## config.mk

```make
export PLATFORM = sky130hd
export DESIGN_NAME = riscv_mem_lsu_flat
export DESIGN_NICKNAME = d
export VERILOG_FILES = /design/src/rtl/riscv_mem_lsu_if.sv /design/src/rtl/riscv_mem_lsu.sv /design/src/flat_wrapper.sv
export SDC_FILE = /design/constraint.sdc
export NUM_CORES = 1
export LEC_CHECK = 0
export ABC_CLOCK_PERIOD_IN_PS = 4500
export BUFFER_PORTS_ARGS = -buffer_cell sky130_fd_sc_hd__buf_2
export CORE_AREA = 2 2 158 160
export CTS_CLUSTER_DIAMETER = 150
export DETAILED_ROUTE_END_ITERATION = 10
export DIE_AREA = 0 0 160 162
export MAX_ROUTING_LAYER = met4
export PLACE_DENSITY_LB_ADDON = 0.25
export SLEW_MARGIN = 20
export SYNTH_ARGS = -nofsm -noshare
export SYNTH_HDL_FRONTEND = slang
export SYNTH_SLANG_ARGS = --single-unit
```

## constraint.sdc

```tcl
create_clock -name i_riscv_lsu_clk -period 4.5 [get_ports i_riscv_lsu_clk]
set_input_delay 0.9 -clock i_riscv_lsu_clk [delete_from_list [all_inputs] [get_ports i_riscv_lsu_clk]]
set_output_delay 0.9 -clock i_riscv_lsu_clk [all_outputs]
set_load 0.005 [all_outputs]
```

## src/rtl/riscv_mem_lsu_if.sv

```systemverilog
// Bundle of pipeline-facing and data-memory signals for the memory-stage LSU.
// The LSU side takes the master modport; the pipeline/memory environment takes slave.
interface riscv_mem_lsu_if;
    logic        i_riscv_lsu_memr_m;
    logic        i_riscv_lsu_memw_m;
    logic [63:0] i_riscv_lsu_addr_m;
    logic [63:0] i_riscv_lsu_storedata_m;
    logic [1:0]  i_riscv_lsu_storesrc_m;
    logic [2:0]  i_riscv_lsu_memext_m;
    logic        i_riscv_lsu_dmem_ack;
    logic [63:0] i_riscv_lsu_dmem_rdata;
    logic        o_riscv_lsu_dmem_req;
    logic        o_riscv_lsu_dmem_we;
    logic [63:0] o_riscv_lsu_dmem_addr;
    logic [63:0] o_riscv_lsu_dmem_wdata;
    logic [7:0]  o_riscv_lsu_dmem_wstrb;
    logic [63:0] o_riscv_lsu_loaddata_m;
    logic        o_riscv_lsu_stall;
    logic        o_riscv_lsu_misaligned;

    modport master (
        input  i_riscv_lsu_memr_m, i_riscv_lsu_memw_m, i_riscv_lsu_addr_m,
               i_riscv_lsu_storedata_m, i_riscv_lsu_storesrc_m, i_riscv_lsu_memext_m,
               i_riscv_lsu_dmem_ack, i_riscv_lsu_dmem_rdata,
        output o_riscv_lsu_dmem_req, o_riscv_lsu_dmem_we, o_riscv_lsu_dmem_addr,
               o_riscv_lsu_dmem_wdata, o_riscv_lsu_dmem_wstrb, o_riscv_lsu_loaddata_m,
               o_riscv_lsu_stall, o_riscv_lsu_misaligned
    );

    modport slave (
        output i_riscv_lsu_memr_m, i_riscv_lsu_memw_m, i_riscv_lsu_addr_m,
               i_riscv_lsu_storedata_m, i_riscv_lsu_storesrc_m, i_riscv_lsu_memext_m,
               i_riscv_lsu_dmem_ack, i_riscv_lsu_dmem_rdata,
        input  o_riscv_lsu_dmem_req, o_riscv_lsu_dmem_we, o_riscv_lsu_dmem_addr,
               o_riscv_lsu_dmem_wdata, o_riscv_lsu_dmem_wstrb, o_riscv_lsu_loaddata_m,
               o_riscv_lsu_stall, o_riscv_lsu_misaligned
    );
endinterface

```

## src/rtl/riscv_mem_lsu.sv

```systemverilog
// Memory-stage load/store unit: one req/ack transaction per load or store,
// store lane alignment, load extraction/extension, and pipeline stall.
module riscv_mem_lsu (
    input  logic           i_riscv_lsu_clk,
    input  logic           i_riscv_lsu_rst,
    riscv_mem_lsu_if.master lsu
);

    typedef enum logic {S_IDLE, S_WAIT} state_t;

    state_t      state;
    logic [2:0]  lat_off;
    logic [2:0]  lat_ext;

    logic        op;
    logic        is_store;
    logic [1:0]  size_code;
    logic        misal_raw;
    logic [2:0]  off;
    logic [63:0] align_wdata;
    logic [7:0]  align_wstrb;
    logic [63:0] shifted;
    logic [63:0] extended;

    assign op       = lsu.i_riscv_lsu_memr_m | lsu.i_riscv_lsu_memw_m;
    assign is_store = lsu.i_riscv_lsu_memw_m;
    assign off      = lsu.i_riscv_lsu_addr_m[2:0];

    // NOTE: every signal written here gets a default first so no latch is inferred.
    always_comb begin
        size_code = 2'd3;
        if (is_store)
            size_code = lsu.i_riscv_lsu_storesrc_m;
        else if (lsu.i_riscv_lsu_memext_m != 3'b111)
            size_code = lsu.i_riscv_lsu_memext_m[1:0];

        misal_raw = 1'b0;
        case (size_code)
            2'd1:    misal_raw = off[0];
            2'd2:    misal_raw = |off[1:0];
            2'd3:    misal_raw = |off;
            default: misal_raw = 1'b0;
        endcase
    end

    always_comb begin
        align_wdata = lsu.i_riscv_lsu_storedata_m;
        align_wstrb = 8'hFF;
        case (lsu.i_riscv_lsu_storesrc_m)
            2'b00: begin
                align_wdata = {8{lsu.i_riscv_lsu_storedata_m[7:0]}};
                align_wstrb = 8'h01 << off;
            end
            2'b01: begin
                align_wdata = {4{lsu.i_riscv_lsu_storedata_m[15:0]}};
                align_wstrb = 8'h03 << off;
            end
            2'b10: begin
                align_wdata = {2{lsu.i_riscv_lsu_storedata_m[31:0]}};
                align_wstrb = 8'h0F << off;
            end
            default: begin
                align_wdata = lsu.i_riscv_lsu_storedata_m;
                align_wstrb = 8'hFF;
            end
        endcase
    end

    // Load extraction always works from the latched offset/type, never the live inputs.
    always_comb begin
        shifted  = lsu.i_riscv_lsu_dmem_rdata >> {lat_off, 3'b000};
        extended = shifted;
        case (lat_ext)
            3'b000:  extended = {{56{shifted[7]}},  shifted[7:0]};
            3'b001:  extended = {{48{shifted[15]}}, shifted[15:0]};
            3'b010:  extended = {{32{shifted[31]}}, shifted[31:0]};
            3'b100:  extended = {56'd0, shifted[7:0]};
            3'b101:  extended = {48'd0, shifted[15:0]};
            3'b110:  extended = {32'd0, shifted[31:0]};
            default: extended = shifted;
        endcase
    end

    assign lsu.o_riscv_lsu_misaligned = (state == S_IDLE) && op && misal_raw;
    assign lsu.o_riscv_lsu_stall      = ((state == S_IDLE) && op && !misal_raw) ||
                                        ((state == S_WAIT) && !lsu.i_riscv_lsu_dmem_ack);
    assign lsu.o_riscv_lsu_loaddata_m = ((state == S_WAIT) && lsu.i_riscv_lsu_dmem_ack &&
                                         !lsu.o_riscv_lsu_dmem_we) ? extended : 64'd0;

    // NOTE: sequential state uses non-blocking assignments so all registers update together.
    always_ff @(posedge i_riscv_lsu_clk or posedge i_riscv_lsu_rst) begin
        if (i_riscv_lsu_rst) begin
            state                    <= S_IDLE;
            lsu.o_riscv_lsu_dmem_req   <= 1'b0;
            lsu.o_riscv_lsu_dmem_we    <= 1'b0;
            lsu.o_riscv_lsu_dmem_addr  <= 64'd0;
            lsu.o_riscv_lsu_dmem_wdata <= 64'd0;
            lsu.o_riscv_lsu_dmem_wstrb <= 8'd0;
            lat_off                  <= 3'd0;
            lat_ext                  <= 3'd0;
        end else begin
            case (state)
                S_IDLE: begin
                    if (op && !misal_raw) begin
                        state                    <= S_WAIT;
                        lsu.o_riscv_lsu_dmem_req   <= 1'b1;
                        lsu.o_riscv_lsu_dmem_we    <= is_store;
                        lsu.o_riscv_lsu_dmem_addr  <= {lsu.i_riscv_lsu_addr_m[63:3], 3'b000};
                        lsu.o_riscv_lsu_dmem_wdata <= is_store ? align_wdata : 64'd0;
                        lsu.o_riscv_lsu_dmem_wstrb <= is_store ? align_wstrb : 8'd0;
                        lat_off                  <= off;
                        lat_ext                  <= lsu.i_riscv_lsu_memext_m;
                    end
                end
                S_WAIT: begin
                    if (lsu.i_riscv_lsu_dmem_ack) begin
                        state                    <= S_IDLE;
                        lsu.o_riscv_lsu_dmem_req   <= 1'b0;
                        lsu.o_riscv_lsu_dmem_we    <= 1'b0;
                        lsu.o_riscv_lsu_dmem_addr  <= 64'd0;
                        lsu.o_riscv_lsu_dmem_wdata <= 64'd0;
                        lsu.o_riscv_lsu_dmem_wstrb <= 8'd0;
                        lat_off                  <= 3'd0;
                        lat_ext                  <= 3'd0;
                    end
                end
                default: state <= S_IDLE;
            endcase
        end
    end

endmodule

```

## src/flat_wrapper.sv

```systemverilog
// flat-port wrapper written by rule: the top's interface ports become plain ports
module riscv_mem_lsu_flat 
  (i_riscv_lsu_clk, i_riscv_lsu_rst, lsu_i_riscv_lsu_memr_m, lsu_i_riscv_lsu_memw_m, lsu_i_riscv_lsu_addr_m, lsu_i_riscv_lsu_storedata_m, lsu_i_riscv_lsu_storesrc_m, lsu_i_riscv_lsu_memext_m, lsu_i_riscv_lsu_dmem_ack, lsu_i_riscv_lsu_dmem_rdata, lsu_o_riscv_lsu_dmem_req, lsu_o_riscv_lsu_dmem_we, lsu_o_riscv_lsu_dmem_addr, lsu_o_riscv_lsu_dmem_wdata, lsu_o_riscv_lsu_dmem_wstrb, lsu_o_riscv_lsu_loaddata_m, lsu_o_riscv_lsu_stall, lsu_o_riscv_lsu_misaligned);
  riscv_mem_lsu_if lsu_i ();
  input  logic i_riscv_lsu_clk;
  input  logic i_riscv_lsu_rst;
  input wire logic [$bits(lsu_i.i_riscv_lsu_memr_m)-1:0] lsu_i_riscv_lsu_memr_m;
  input wire logic [$bits(lsu_i.i_riscv_lsu_memw_m)-1:0] lsu_i_riscv_lsu_memw_m;
  input wire logic [$bits(lsu_i.i_riscv_lsu_addr_m)-1:0] lsu_i_riscv_lsu_addr_m;
  input wire logic [$bits(lsu_i.i_riscv_lsu_storedata_m)-1:0] lsu_i_riscv_lsu_storedata_m;
  input wire logic [$bits(lsu_i.i_riscv_lsu_storesrc_m)-1:0] lsu_i_riscv_lsu_storesrc_m;
  input wire logic [$bits(lsu_i.i_riscv_lsu_memext_m)-1:0] lsu_i_riscv_lsu_memext_m;
  input wire logic [$bits(lsu_i.i_riscv_lsu_dmem_ack)-1:0] lsu_i_riscv_lsu_dmem_ack;
  input wire logic [$bits(lsu_i.i_riscv_lsu_dmem_rdata)-1:0] lsu_i_riscv_lsu_dmem_rdata;
  output wire logic [$bits(lsu_i.o_riscv_lsu_dmem_req)-1:0] lsu_o_riscv_lsu_dmem_req;
  output wire logic [$bits(lsu_i.o_riscv_lsu_dmem_we)-1:0] lsu_o_riscv_lsu_dmem_we;
  output wire logic [$bits(lsu_i.o_riscv_lsu_dmem_addr)-1:0] lsu_o_riscv_lsu_dmem_addr;
  output wire logic [$bits(lsu_i.o_riscv_lsu_dmem_wdata)-1:0] lsu_o_riscv_lsu_dmem_wdata;
  output wire logic [$bits(lsu_i.o_riscv_lsu_dmem_wstrb)-1:0] lsu_o_riscv_lsu_dmem_wstrb;
  output wire logic [$bits(lsu_i.o_riscv_lsu_loaddata_m)-1:0] lsu_o_riscv_lsu_loaddata_m;
  output wire logic [$bits(lsu_i.o_riscv_lsu_stall)-1:0] lsu_o_riscv_lsu_stall;
  output wire logic [$bits(lsu_i.o_riscv_lsu_misaligned)-1:0] lsu_o_riscv_lsu_misaligned;
  assign lsu_i.i_riscv_lsu_memr_m = lsu_i_riscv_lsu_memr_m;
  assign lsu_i.i_riscv_lsu_memw_m = lsu_i_riscv_lsu_memw_m;
  assign lsu_i.i_riscv_lsu_addr_m = lsu_i_riscv_lsu_addr_m;
  assign lsu_i.i_riscv_lsu_storedata_m = lsu_i_riscv_lsu_storedata_m;
  assign lsu_i.i_riscv_lsu_storesrc_m = lsu_i_riscv_lsu_storesrc_m;
  assign lsu_i.i_riscv_lsu_memext_m = lsu_i_riscv_lsu_memext_m;
  assign lsu_i.i_riscv_lsu_dmem_ack = lsu_i_riscv_lsu_dmem_ack;
  assign lsu_i.i_riscv_lsu_dmem_rdata = lsu_i_riscv_lsu_dmem_rdata;
  assign lsu_o_riscv_lsu_dmem_req = lsu_i.o_riscv_lsu_dmem_req;
  assign lsu_o_riscv_lsu_dmem_we = lsu_i.o_riscv_lsu_dmem_we;
  assign lsu_o_riscv_lsu_dmem_addr = lsu_i.o_riscv_lsu_dmem_addr;
  assign lsu_o_riscv_lsu_dmem_wdata = lsu_i.o_riscv_lsu_dmem_wdata;
  assign lsu_o_riscv_lsu_dmem_wstrb = lsu_i.o_riscv_lsu_dmem_wstrb;
  assign lsu_o_riscv_lsu_loaddata_m = lsu_i.o_riscv_lsu_loaddata_m;
  assign lsu_o_riscv_lsu_stall = lsu_i.o_riscv_lsu_stall;
  assign lsu_o_riscv_lsu_misaligned = lsu_i.o_riscv_lsu_misaligned;
  riscv_mem_lsu u_core (.i_riscv_lsu_clk(i_riscv_lsu_clk), .i_riscv_lsu_rst(i_riscv_lsu_rst), .lsu(lsu_i));
endmodule
```

* After elaboration in Yosys (flattened, before gate mapping)
Index checks and enable logic that the tools add are counted.
** Word-level totals
- Word-level logic and storage cells :: 73
- Bits of input ports :: 202
- Output and inout port bits :: 204
- Memories :: 0
- Bits in writable memories :: 0
- Register bits after elaboration :: 145
- Latch bits :: 0
- Bits in read-only memories :: 0
** Cells by class
- Eq/ne operators :: 13
- Reductions and logical operators :: 16
- Add/sub/neg operators :: 0
- Bitwise operators :: 2
- Divide/modulo/power cells :: 0
- $lt $le $gt $ge :: 0
- Multiply operators :: 0
- Muxes and demuxes :: 30
- Shift-type cells :: 4
** Operators with widths (count)
- $pmux W64 S6 :: 1
- $mux W64 :: 5
- $pmux W64 S2 :: 2
- $pmux W64 S3 :: 1
- $shr A64 B6 Y64 :: 1
- $mux W8 :: 3
- $pmux W8 S3 :: 1
- $pmux W8 S2 :: 1
- $pmux W3 S2 :: 2
- $eq A3 B3 Y1 const B :: 3
- $mux W3 :: 3
- $shl A1 B3 Y8 const A :: 1
- $shl A2 B3 Y8 const A :: 1
- $shl A4 B3 Y8 const A :: 1
- $logic_and A1 B1 Y1 :: 7
- $eq A2 B2 Y1 const B :: 3
- $pmux W1 S2 :: 3
- $mux W1 :: 5
- $eq A2 B1 Y1 const B :: 2
- $mux W2 :: 2
- $ne A2 B2 Y1 const B :: 2
- $eq A3 B1 Y1 const B :: 1
- $eq A3 B2 Y1 const B :: 1
- $logic_not A1 Y1 :: 3
- other kinds (10) :: 10

* Depth between registers and ports, before layout
- Depth after elaboration :: 9
- Depth in mapped cells :: 9
- Gate-level depth less buffers :: 7

* Worst setup path after synthesis
No wires, ideal clock.
- Path type :: input-to-output
- From :: input lsu_i_riscv_lsu_dmem_rdata[55]
- To :: output lsu_o_riscv_lsu_loaddata_m[22]
- Required time :: 3600 ps
- Path buffers :: 3
- Data arrival time :: 2290 ps
- Stages on the path :: 8
- Slack :: 1310 ps
- Cell sequence :: mux2_2 a2bb2o_2 or3_1 buf_2 o21a_1 buf_6 buf_6 a21oi_2
** Between the ends
- Longest elaborated chain between the ends :: 3
** Ends and longest elaborated chain
- start: declaration :: line flat_wrapper.sv:14 : input wire logic [$bits(lsu_i.i_riscv_lsu_dmem_rdata)-1:0] lsu_i_riscv_lsu_dmem_rdata;
- $shr A64 B6 Y64 :: line riscv_mem_lsu.sv:71 : shifted = lsu.i_riscv_lsu_dmem_rdata >> {lat_off, 3'b000};
- $pmux W64 S6 :: line riscv_mem_lsu.sv:73 : case (lat_ext)
- $mux W64 :: line riscv_mem_lsu.sv:88 : !lsu.o_riscv_lsu_dmem_we) ? extended : 64'd0;
- end: declaration :: line flat_wrapper.sv:20 : output wire logic [$bits(lsu_i.o_riscv_lsu_loaddata_m)-1:0] lsu_o_riscv_lsu_loaddata_m;
No other way between the ends.

* Worst setup path after layout
- From :: register u_core.lat_off[0]
- To :: output lsu_o_riscv_lsu_loaddata_m[20]
** Between the ends
- Longest elaborated chain between the ends :: 3
** Ends and longest elaborated chain
- start: declaration :: line riscv_mem_lsu.sv:12 : logic [2:0] lat_off;
- start signal: assignment :: line riscv_mem_lsu.sv:99 : lat_off <= 3'd0;
- start signal: assignment :: line riscv_mem_lsu.sv:111 : lat_off <= off;
- start signal: assignment :: line riscv_mem_lsu.sv:123 : lat_off <= 3'd0;
- $shr A64 B6 Y64 :: line riscv_mem_lsu.sv:71
- $pmux W64 S6 :: line riscv_mem_lsu.sv:73
- $mux W64 :: line riscv_mem_lsu.sv:88
No other way between the ends.

==> run_results.csv <==
group,metric,value,unit
floorplanning,coreArea,24100,um^2
clock_network,clk_path_buf_depth,2,
global_routing,antenna_found_initial,9,
placed_design,place_congestion,1.08,
yosys,async_flop_share,100,%
timing,fin_crit,3950,ps
finish,final_cell_mix,"buf_2, nand2_1, dfrtp_1",
power_and_ir_drop,vdd_ir_drop_max,0.293,mV
worst_setup_path,cp-end-kind,"output pin",
worst_setup_path,crit_top_cell,"buf_4",
floorplanning,start_util,35.3,%
clock_network,cts_tree,"built",
worst_setup_path,slowest_delay,700,ps
worst_setup_path,critPathLaunchType,"register",
drt,dr.pass1.iters,5,
finish,instances_no_fill,1610,
clock_network,cts.sink_count,142,
floorplanning,die_area,25900,um^2
global_routing,grt_pass1_wl,50300,um
drt,drc,0,
worst_setup_path,critPathKind,"reg -> out",
clock_network,numCtsBuffers,17,
worst_setup_path,crit_arrival,3050,ps
global_routing,grt_pass1_vias,8454,
timing,hold_violations,0,
power_and_ir_drop,p_leak,5.76,nW
power_and_ir_drop,p_per_area,478,nW/um^2
clock_network,cts.reportedPaths.clkPinSlew,60,ps
floorplanning,die_h,162,um
placed_design,post-dp-hpwl,25200,um
timing,setup_viol,0,
run,drv_cap,0,
placed_design,portBuffers,402,
timing,post-route-period-util,87.8,%
finish,final_common_cell,"buf_2",
yosys,syn_inst,906,
worst_setup_path,required,3600,ps
finish,drive_gt1_share,40.9,%
finish,fillers,2417,
finish,synthToLayoutAreaGrowth,33.6,%
timing,tightest_slew,973,ps
worst_setup_path,worstPathCellList,"nor2b_1, buf_4, a2bb2o_2, or3_1, o21a_1, buf_4, a21oi_1, buf_2",
global_routing,grt_max_degree,98,
yosys,yosys.cell_types.count,47,
global_routing,grt_overflow,0,
yosys,yosysSeqAreaShare,41.7,%
timing,relSlewSlack,35.1,%
finish,regArea,3560,um^2
clock_network,holdBufCountCts,0,
worst_setup_path,crit_fanout,43,
yosys,yosys_warnings,0,
clock_network,clk_latency,430,ps
floorplanning,rows,57,
yosys,synth_area,8520,um^2
power_and_ir_drop,totalPowerFinal,5.44,mW
drt,routed_wl,33300,um
finish,multi_input_area,4550,um^2
timing,slew_viol_final,0,
finish,nets,1471,
timing,skew,12.1,ps
timing,tns,0,ps
placed_design,dp_cells,1569,
drt,wl_per_cell,20.7,um
clock_network,post-cts-setup-buffers,0,
drt,avgViaCountPerCell,5.43,
drt,drtAntennaViolNets,0,
global_routing,track_usage,26.1,%
floorplanning,num_io_pins,406,
yosys,ys.flop_type,"dfrtp_1",
floorplanning,die_w,160,um
timing,rsz0062_at_grt,"no",
yosys,synth_edf_count,0,
hold_path,hold_path_class,"reg -> reg",
status,outcome,"complete, no violations",
clock_network,cts_resized,0,
clock_network,h-tree-depth,4,
timing,fmaxAchievable,253,MHz
clock_network,root_buffer,"clkbuf_16",
worst_setup_path,worst_path_max_delay_cell,"dfrtp_4",
yosys,avgSynthCellArea,9.40,um^2
yosys,synth_seq_cells,142,
drt,drt_iter0_markers,717,
drt,num_vias,8743,
==> cells in the mapped netlist, drive strengths merged, types with 9 or more instances <==
| library cell | instances | area, um^2 |
|---|---|---|
| nor2 | 66 | 248 |
| a22o | 80 | 701 |
| o31ai | 22 | 165 |
| nand2 | 144 | 541 |
| buf | 45 | 241 |
| mux4 | 22 | 495 |
| a221oi | 13 | 114 |
| a21oi | 67 | 373 |
| o21a | 11 | 82.6 |
| dfrtp | 142 | 3550 |
| a21o | 11 | 82.6 |
| o22ai | 9 | 56.3 |
| o21ai | 52 | 260 |
| nor2b | 17 | 106 |
| a32o | 13 | 130 |
| clkbuf | 48 | 180 |
| mux2i | 32 | 320 |
| inv | 10 | 37.5 |
| nand2b | 18 | 113 |
| mux2 | 18 | 203 |
==> registers in the layout, indices dropped and copies added, names as in the netlist <==
signal	cells
u_core.lsu.o_riscv_lsu_dmem_wdata	64
u_core.lsu.o_riscv_lsu_dmem_addr	61
u_core.lsu.o_riscv_lsu_dmem_wstrb	8
u_core.lat_ext	3
u_core.lat_off	3
u_core.lsu.o_riscv_lsu_dmem_req	1
u_core.lsu.o_riscv_lsu_dmem_we	1
u_core.state	1
==> cell type report <==
cell class | count | area share [%]
Tap cell | 324 | 3.56
Timing Repair Buffer | 430 | 19.6
Clock inverter | 13 | 1.13
Multi-Input combinational cell | 663 | 40.0
Inverter | 10 | 0.363
Antenna cell | 9 | 0.198
Clock buffer | 19 | 3.89
Sequential cell | 142 | 31.3
==> path summary, 6_finish.rpt <==
kind	startpoint	end	slack [ps]	depth (start not counted)
max in group asynchronous	i_riscv_lsu_rst	u_core.lat_off[0]$_DFFE_PP0P_	3100	3
min in group asynchronous	i_riscv_lsu_rst	u_core.lsu.o_riscv_lsu_dmem_addr[12]$_DFFE_PP0P_	590	2
min reg2reg	u_core.lsu.o_riscv_lsu_dmem_wstrb[1]$_DFFE_PP0P_	u_core.lsu.o_riscv_lsu_dmem_wstrb[1]$_DFFE_PP0P_	460	2
min	u_core.lsu.o_riscv_lsu_dmem_wstrb[1]$_DFFE_PP0P_	u_core.lsu.o_riscv_lsu_dmem_wstrb[1]$_DFFE_PP0P_	460	2
max	u_core.lat_off[0]$_DFFE_PP0P_	lsu_o_riscv_lsu_loaddata_m[20]	550	8
max reg2reg	u_core.state$_DFF_PP0_	u_core.lsu.o_riscv_lsu_dmem_wdata[16]$_DFFE_PP0P_	2430	4
==> worst max-delay path: cells and delay by family, from the launching register on <==
kind / cells / cell delay [ps]
flip-flops: 1 / 700
AO/OA/AOI/OAI: 3 / 740
buffers and inverters: 3 / 590
AND/OR/NAND/NOR: 2 / 590
==> logic make-up after synthesis <==
| logic type | after synthesis | share of synthesized area, % |
|---|---|---|
| buffers and inverters | 103 | 5.39 |
| DFF | 142 | 41.7 |
| muxes | 72 | 12.0 |
| and+or+nand+nor | 268 | 13.4 |
| adders and majority gates | 5 | 0.734 |
| other | 1 | 0.0440 |
| AOI/OAI and AO/OA | 315 | 26.7 |
==> layer usage <==
| layer | wire, um | track usage (%) |
|---|---|---|
| met5 | 0 | - |
| met4 | 1340 | 11.7 |
| met3 | 2460 | 6.00 |
| met2 | 16400 | 43.3 |
| met1 | 13100 | 30.5 |
==> where the power goes <==
part           total, mW  internal, mW  switching (mW)
Combinational       2.25         0.999            1.25
Clock               1.38         0.787           0.598
Sequential          1.81          1.58           0.227
Total               5.44          3.36            2.08
==> metrics by stage <==
stage          worst slack, ps  utilization, %  hold WS, ps  area (um^2)
3_5_place_dp               834            44.8          450        10800
4_1_cts                    542            47.1          465        11400
5_1_grt                    370            47.2          493        11400
2_1_floorplan             1310               -          463         8530
6_report                   550            47.2          457        11400
3_3_place_gp               866            44.8          451        10800
(Power assumes the default switching activity.)
